**src/rtl/entrada_tempo.sv**
```systemverilog
// -----------------------------------------------------------------------------
// entrada_tempo
// Time-entry register for the microwave controller. Takes the keypad
// encoder's digit and valid flag, synchronises and debounces them, and shifts
// one digit per key press into a 4-digit MM:SS buffer.
//
// Parameters
//   DEBOUNCE_CYCLES  consecutive stable cycles needed to accept a press or a
//                    release (1..255, default 4)
//
// Ports
//   clk          system clock, rising edge
//   rst_n        asynchronous active-low reset
//   BCD[3:0]     digit from the keypad encoder
//   valido       encoder valid flag, high while a key is held
//   habilita     entry enable; low suppresses digit commits
//   limpar       synchronous clear of the buffer (wins over a commit)
//   min_d/min_u  minutes tens/units
//   seg_d/seg_u  seconds tens/units
//   num_digitos  digits entered so far, 0..4
//   cheio        buffer full (num_digitos == 4)
//   digito_novo  one-cycle pulse on each accepted digit
//
// Build option
//   ENTRADA_SATURA_EN  when defined, the seconds outputs read 5/9 whenever the
//                      stored seconds-tens digit exceeds 5; storage unchanged.
//
// State | meaning
// ------+-----------------------------------------------------------------
// IDLE         | no key; waiting for valido
// PRESS_WAIT   | key seen, counting stable cycles with the same digit
// HELD         | press accepted; waiting for the key to be released
// RELEASE_WAIT | key released, counting stable low cycles before re-arming
// -----------------------------------------------------------------------------
module entrada_tempo #(
    parameter int DEBOUNCE_CYCLES = 4
) (
    input  logic       clk,
    input  logic       rst_n,
    input  logic [3:0] BCD,
    input  logic       valido,
    input  logic       habilita,
    input  logic       limpar,
    output logic [3:0] min_d,
    output logic [3:0] min_u,
    output logic [3:0] seg_d,
    output logic [3:0] seg_u,
    output logic [2:0] num_digitos,
    output logic       cheio,
    output logic       digito_novo
);

    localparam int CW = $clog2(DEBOUNCE_CYCLES + 1);
    localparam logic [CW-1:0] CNT_LAST = CW'(DEBOUNCE_CYCLES - 1);

    typedef enum logic [1:0] {
        IDLE         = 2'd0,
        PRESS_WAIT   = 2'd1,
        HELD         = 2'd2,
        RELEASE_WAIT = 2'd3
    } estado_t;

    // Input synchronisers
    logic       v_s1, v_s;
    logic [3:0] bcd_s1, bcd_s;

    always_ff @(posedge clk or negedge rst_n) begin
        if (!rst_n) begin
            v_s1   <= 1'b0;
            v_s    <= 1'b0;
            bcd_s1 <= 4'd0;
            bcd_s  <= 4'd0;
        end else begin
            v_s1   <= valido;
            v_s    <= v_s1;
            bcd_s1 <= BCD;
            bcd_s  <= bcd_s1;
        end
    end

    // Debounce FSM
    estado_t         state_q, state_d;
    logic [CW-1:0]   cnt_q, cnt_d;
    logic [3:0]      bcd_l_q, bcd_l_d;
    logic            aceita;

    always_ff @(posedge clk or negedge rst_n) begin
        if (!rst_n) begin
            state_q <= IDLE;
            cnt_q   <= '0;
            bcd_l_q <= 4'd0;
        end else begin
            state_q <= state_d;
            cnt_q   <= cnt_d;
            bcd_l_q <= bcd_l_d;
        end
    end

    always_comb begin
        state_d = state_q;
        cnt_d   = cnt_q;
        bcd_l_d = bcd_l_q;
        aceita  = 1'b0;
        case (state_q)
            IDLE: begin
                if (v_s) begin
                    state_d = PRESS_WAIT;
                    cnt_d   = '0;
                    bcd_l_d = bcd_s;
                end
            end
            PRESS_WAIT: begin
                // A digit change while held counts as a new press attempt,
                // so it restarts from IDLE rather than extending this one.
                if (!v_s || (bcd_s != bcd_l_q)) begin
                    state_d = IDLE;
                end else if (cnt_q == CNT_LAST) begin
                    state_d = HELD;
                    aceita  = 1'b1;
                end else begin
                    cnt_d = cnt_q + CW'(1);
                end
            end
            HELD: begin
                if (!v_s) begin
                    state_d = RELEASE_WAIT;
                    cnt_d   = '0;
                end
            end
            RELEASE_WAIT: begin
                if (v_s) begin
                    state_d = HELD;
                end else if (cnt_q == CNT_LAST) begin
                    state_d = IDLE;
                end else begin
                    cnt_d = cnt_q + CW'(1);
                end
            end
            default: begin
                state_d = IDLE;
            end
        endcase
    end

    // Digit buffer
    logic [3:0] st_md, st_mu, st_sd, st_su;
    logic [2:0] num_q;
    logic       cheio_q;
    logic       pulso_q;
    logic       commit;

    // A press that fails any gate is still consumed by the FSM above.
    assign commit = aceita && habilita && !limpar &&
                    (bcd_l_q <= 4'd9) && (num_q < 3'd4);

    always_ff @(posedge clk or negedge rst_n) begin
        if (!rst_n) begin
            st_md   <= 4'd0;
            st_mu   <= 4'd0;
            st_sd   <= 4'd0;
            st_su   <= 4'd0;
            num_q   <= 3'd0;
            cheio_q <= 1'b0;
            pulso_q <= 1'b0;
        end else begin
            pulso_q <= 1'b0;
            if (limpar) begin
                st_md   <= 4'd0;
                st_mu   <= 4'd0;
                st_sd   <= 4'd0;
                st_su   <= 4'd0;
                num_q   <= 3'd0;
                cheio_q <= 1'b0;
            end else if (commit) begin
                st_md   <= st_mu;
                st_mu   <= st_sd;
                st_sd   <= st_su;
                st_su   <= bcd_l_q;
                num_q   <= num_q + 3'd1;
                cheio_q <= (num_q == 3'd3);
                pulso_q <= 1'b1;
            end
        end
    end

    assign min_d       = st_md;
    assign min_u       = st_mu;
    assign num_digitos = num_q;
    assign cheio       = cheio_q;
    assign digito_novo = pulso_q;

`ifdef ENTRADA_SATURA_EN
    logic sat;
    assign sat   = (st_sd > 4'd5);
    assign seg_d = sat ? 4'd5 : st_sd;
    assign seg_u = sat ? 4'd9 : st_su;
`else
    assign seg_d = st_sd;
    assign seg_u = st_su;
`endif

endmodule
```
**config.mk**
```make
export PLATFORM = sky130hd
export DESIGN_NAME = entrada_tempo
export DESIGN_NICKNAME = d
export VERILOG_FILES = /design/src/rtl/entrada_tempo.sv
export SDC_FILE = /design/constraint.sdc
export NUM_CORES = 1
export LEC_CHECK = 0
export BUFFER_PORTS_ARGS = -buffer_cell sky130_fd_sc_hd__buf_2
export CORE_MARGIN = 1.5
export CORE_UTILIZATION = 59
export CTS_CLUSTER_DIAMETER = 100
export DETAILED_ROUTE_END_ITERATION = 8
export PLACE_DENSITY_LB_ADDON = 0.12
export SLEW_MARGIN = 20
export SYNTH_ARGS = -nofsm -noshare
export SYNTH_HDL_FRONTEND = slang
export SYNTH_SLANG_ARGS = --single-unit
```
**constraint.sdc**
```tcl
create_clock -name clk -period 7.1 [get_ports clk]
set_input_delay 1.42 -clock clk [delete_from_list [all_inputs] [get_ports clk]]
set_output_delay 1.42 -clock clk [all_outputs]
set_load 0.01 [all_outputs]
```
## Yosys cells after proc, flatten, opt, wreduce, memory -nomap -nowiden

Cells that the tools add are included.

| storage, ports and cells | value |
|---|---|
| register bits after elaboration | 40 |
| latch bits | 0 |
| memory bits (writable) | 0 |
| bits in read-only memories | 0 |
| output and inout port bits | 21 |
| logic and storage cells | 72 |
| memories kept | 0 |

| cells by class | value |
|---|---|
| add/subtract/negate cells | 2 |
| multiply operators | 0 |
| divide/modulo/power cells | 0 |
| $lt $le $gt $ge | 2 |
| equality and inequality tests | 12 |
| shifts and indexed selects | 0 |
| mux-type cells | 30 |
| bitwise gates (word level) | 0 |
| reductions and logical operators | 12 |

Operator list:

| cell | number |
|---|---|
| two-way mux 4 bit | 8 |
| two-way mux 3 bit | 7 |
| two-way mux 2 bit | 6 |
| case mux 3 bit (4 select lines) | 1 |
| != test 2 bit, second input constant | 4 |
| case mux 2 bit (4 select lines) | 1 |
| AND reduction 4 bit | 2 |
| two-way mux 1 bit | 7 |
| adder 3 x 1 -> 3 bit, second input constant | 2 |
| == test 3 x 2 -> 1 bit, second input constant | 2 |
| != test 3 bit, second input constant | 2 |
| == test 2 bit, second input constant | 2 |
| less-or-equal comparator 4 bit, second input constant | 1 |
| logical AND 1 bit | 4 |
| != test 4 bit | 1 |
| < comparator 3 bit, second input constant | 1 |
| == test 2 x 1 -> 1 bit, second input constant | 1 |
| logical NOT 1 bit | 2 |
| logical NOT 2 bit | 1 |
| AND reduction 2 bit | 1 |
| nonzero test 2 bit | 1 |
| logical OR 1 bit | 1 |

## Longest topological paths before layout

| depth | value |
|---|---|
| depth after elaboration | 10 |
| depth in mapped cells | 8 |

## Worst setup path before layout

Ideal clock, no wire load.

| timing path | value |
|---|---|
| path type | input -> register |
| from | input port habilita |
| to | register cheio_q, in the netlist cheio |
| arrival | 2.842 ns |
| data required time | 6.975 ns |
| setup slack | 4.133 ns |
| stages | 6 |
| buffers on the path | 2 |
| path through | nand4b_1 -> or3_1 -> or4_1 -> buf_6 -> buf_12 -> mux2_4 |

| on the way | value |
|---|---|
| word-level cells in the longest chain between the ends | 5 |

Ends and longest elaborated chain:

| item | line | text |
|---|---|---|
| from (decl) | 42 | `input logic habilita,` |
| logical AND 1 bit (3 in a row) | 153 | `assign commit = aceita && habilita && !limpar &&` |
| logical AND 1 bit | 154 | `(bcd_l_q <= 4'd9) && (num_q < 3'd4);` |
| nonzero test 2 bit (no source line) | - |  |
| to (signal assigned) | 180 | `cheio_q <= (num_q == 3'd3);` |
| to (decl) | 148 | `logic cheio_q;` |

No other way between the ends.
A chain may end at the register's enable or synchronous reset.

## Worst setup path after layout

| timing path | value |
|---|---|
| from | input port limpar |
| to | register st_md[3], in the netlist min_d[3] |

| on the way | value |
|---|---|
| word-level cells in the longest chain between the ends | 5 |
| elaborated cells between the ends (all ways) | 6 |

Ends and longest elaborated chain:

| item | line | text |
|---|---|---|
| from (decl) | 43 | `input logic limpar,` |
| logical NOT 1 bit | 153 |  |
| logical AND 1 bit (2 in a row) | 153 |  |
| logical AND 1 bit | 154 |  |
| nonzero test 2 bit (no source line) | - |  |
| to (signal assigned) | 175 | `st_md <= st_mu;` |
| to (decl) | 146 | `logic [3:0] st_md, st_mu, st_sd, st_su;` |

Several ways; a longest one is shown, not always the timed one.

==> metrics <==
routability cong. 0.759; Power Density between 200 and 250 nW/um^2; Synth Register Bits 40; status finished, violations left; H-tree Lvls 2; Worst Path Max Fanout 22; Comb power frac 0.096; Seq pwr share 0.569; critical path launch point limpar; Vias 1113; WHS about 0.36 ns; CP Launch Type input pin; CTS tree done; Worst EP arrival 3.28 ns; syn_nets 152; Syn Inst Count about 140; Root Buffer clkbuf_4; end of the critical path min_d[3]; post-synth top area cell dfrtp_1; Hold Buf Count CTS 0; EDFF count, synth 0; CP endpoint kind flop; Sw Ratio 0.251; Final setup viols 0; clock latency on the worst-skew pair roughly 0.35 ns; Vias/cell 5.51; largest net degree at the start of global routing 41; reg2reg path depth 6; Clock Pin Slew Worst Setup and Hold Paths 0.12 ns; internal power 331 uW; post-synthesis cell type count 38; Area Growth Syn to Fin 12.3%; Clock Sinks 40; worst stage delay on the critical path around 0.8 ns; top_reg_cell synth dfrtp_1; final HPWL from detailed placement 2000 um; synth top area cells dfrtp_1, mux2_4, mux2_2, nor2b_1, ha_1; Max Slew Vio Count 0; clock period minus final worst setup slack a little over 3 ns; Core Box Area approximately 2800 sq um; share of cells above drive strength 1 0.357; fillcell total a little under 200; Final ANT Viol Nets 0; Nets ~180; Slew @ Worst Pin 0.833 ns; DR pass1 iterations 6; critical path type in -> reg; register area 1000 sq um; Setup Buffers After CTS 0; post-CTS sizing 0; Longest Clk Path Bufs 2; Rows 19; Slew headroom 0.445; Syn. warnings 0; clk_skew 0.00372 ns; Final Hold Viols 0; Clock power frac 0.334; setup_tns 0 ns; Initial Util 0.636; most common cell in the netlist dfrtp_1; drt total wl between 2000 and 3000 um; first-pass GRT wire length 5090 um; crit path max-delay cell type or4_1; syn avg cell area 12.9 sq um; top cell type's share of synthesized area 0.556; 1st-iter DRT viols 36; PortBufs 29; fmax ~0.33 GHz; peak supply drop around 200 uV; antenna violations before repair 0; total congestion overflow 0; diode count 0; RSZ-0062 raised after global routing no; Max Cap Viol 0; die area 3390 sq um; Switch Pwr between 100 and 150 uW; I/O pin count 30; failing checks design-rule violations; critical path cell sequence buf_2 -> or3_1 -> or4_1 -> mux2_4; Hold Path Origin v_s1; die outline width 58.2 um; Crit Reg-Reg Startpoint cnt_q[0]; Avg WL per Cell roughly 15 um; Reg2Reg Setup Slack around 4.3 ns; Tot Pwr around 440 uW; area of the multi-input gates around 730 sq um; number of global-route vias before repair roughly 1100; number of remaining DRC errors 1; leakage power 0.00104 uW; Post-synth top cells dfrtp_1, nor2b_1, mux2_2; GRT Overall Usage 0.204; Hold Path Class reg -> reg; sequential cell area fraction in the yosys report 0.556; Inserted Clock Buffers 5; mapped cell area 1800 sq um; fin crit share 0.428; die span in y 58.2 um; capture point of the worst reg-to-reg path min_d[3]; CP required 7.35 ns; asr flop ratio synth 1.00
-- final cells by class --
| class | instances | share of cell area |
|---|---|---|
| sequential | 40 | 0.495 |
| multi-input combinational | 88 | 0.363 |
| timing repair buffer | 29 | 0.0718 |
| clock inverter | 3 | 0.0211 |
| tap | 31 | 0.0192 |
| clock buffer | 5 | 0.0186 |
| inverter | 6 | 0.0111 |
-- how the worst min path moves through the flow --
stage | to | slack (ns) | depth (start not counted)
2_1_floorplan | bcd_s[0] | 0.33 | 0
3_3_place_gp | bcd_s[1] | 0.33 | 0
3_5_place_dp | v_s | 0.34 | 0
4_1_cts | bcd_s[1] | 0.37 | 0
5_1_grt | bcd_s[1] | 0.37 | 0
6_report | v_s | 0.36 | 0
-- power by group through the flow --
stage / clock network (uW) / logic [uW] / registers (uW)
global placement: 0 / 40.9 / 255
global route: 160 / 49.4 / 253
CTS: 151 / 42.8 / 252
finish: 148 / 42.6 / 252
floorplan: 0 / 31.0 / 252
detailed placement: 0 / 42.4 / 256
-- layer usage --
layer / GRT usage / up-vias / wire [um]
met4: 0.0698 / 0 / 54
li1: - / 550 / -
met1: 0.277 / 524 / 1380
met5: 0 / - / 0
met2: 0.312 / 33 / 1350
met3: 0.0670 / 6 / 148
-- worst max-delay path, delay by kind of cell --
kind | cells | cell delay (ns)
mux | 1 | 0.43
buf+inv | 1 | 0.22
simple gates | 2 | 1.20
-- placed cells by master (no fill, tap or decap), drive strengths merged --
cell and instances:
dfrtp 40, buf 29, mux2 19, nor2b 15, inv 6, nand3 5, nand2b 5, clkbuf 5
xnor2 4, a21oi 4, ha 4, mux2i 3, nand2 2, o21ai 2, nor3 2, o32ai 2
a31oi 2, and2 2, or4 2, and3 1, nand4b 1, o21a 1, nor4 1, or3 1
nand4 1, a22oi 1, nor2 1, a21o 1, a211oi 1, or4bb 1, o211ai 1, a311oi 1
o21ba 1, or2 1, bufinv 1, clkinv 1, clkinvlp 1
-- state kept, by name, summed over array words and instances, names as in the netlist --
signal       flops
bcd_l_q          4
bcd_s            4
bcd_s1           4
cheio            1
cnt_q            3
digito_novo      1
min_d            4
min_u            4
num_digitos      3
seg_d            4
seg_u            4
state_q          2
v_s              1
v_s1             1
-- per-stage QoR --
stage | cells | util | instance area, sq um | setup WS (ns)
final | 202 | 0.714 | 2020 | 4.06
after global routing | 202 | 0.714 | 2020 | 4.00
after CTS | 202 | 0.714 | 2020 | 4.07
after detailed placement | 194 | 0.686 | 1940 | 3.70
after global placement | 194 | 0.686 | 1940 | 3.76
after floorplan | 139 | - | 1800 | 4.13
-- cell families (layout without fill, tap and decap cells) --
group / count (synthesis) / in the layout / share of synthesized area
AOI/OAI and AO/OA: 17 / 17 / 0.0647
xor gates and xnor gates: 4 / 4 / 0.0195
adders and majority gates: 4 / 4 / 0.0278
buffers and inverters: 11 / 43 / 0.0362
DFF: 40 / 40 / 0.556
muxes: 22 / 22 / 0.154
and+or+nand+nor: 41 / 41 / 0.141
Power figures use the tool's default switching activity.
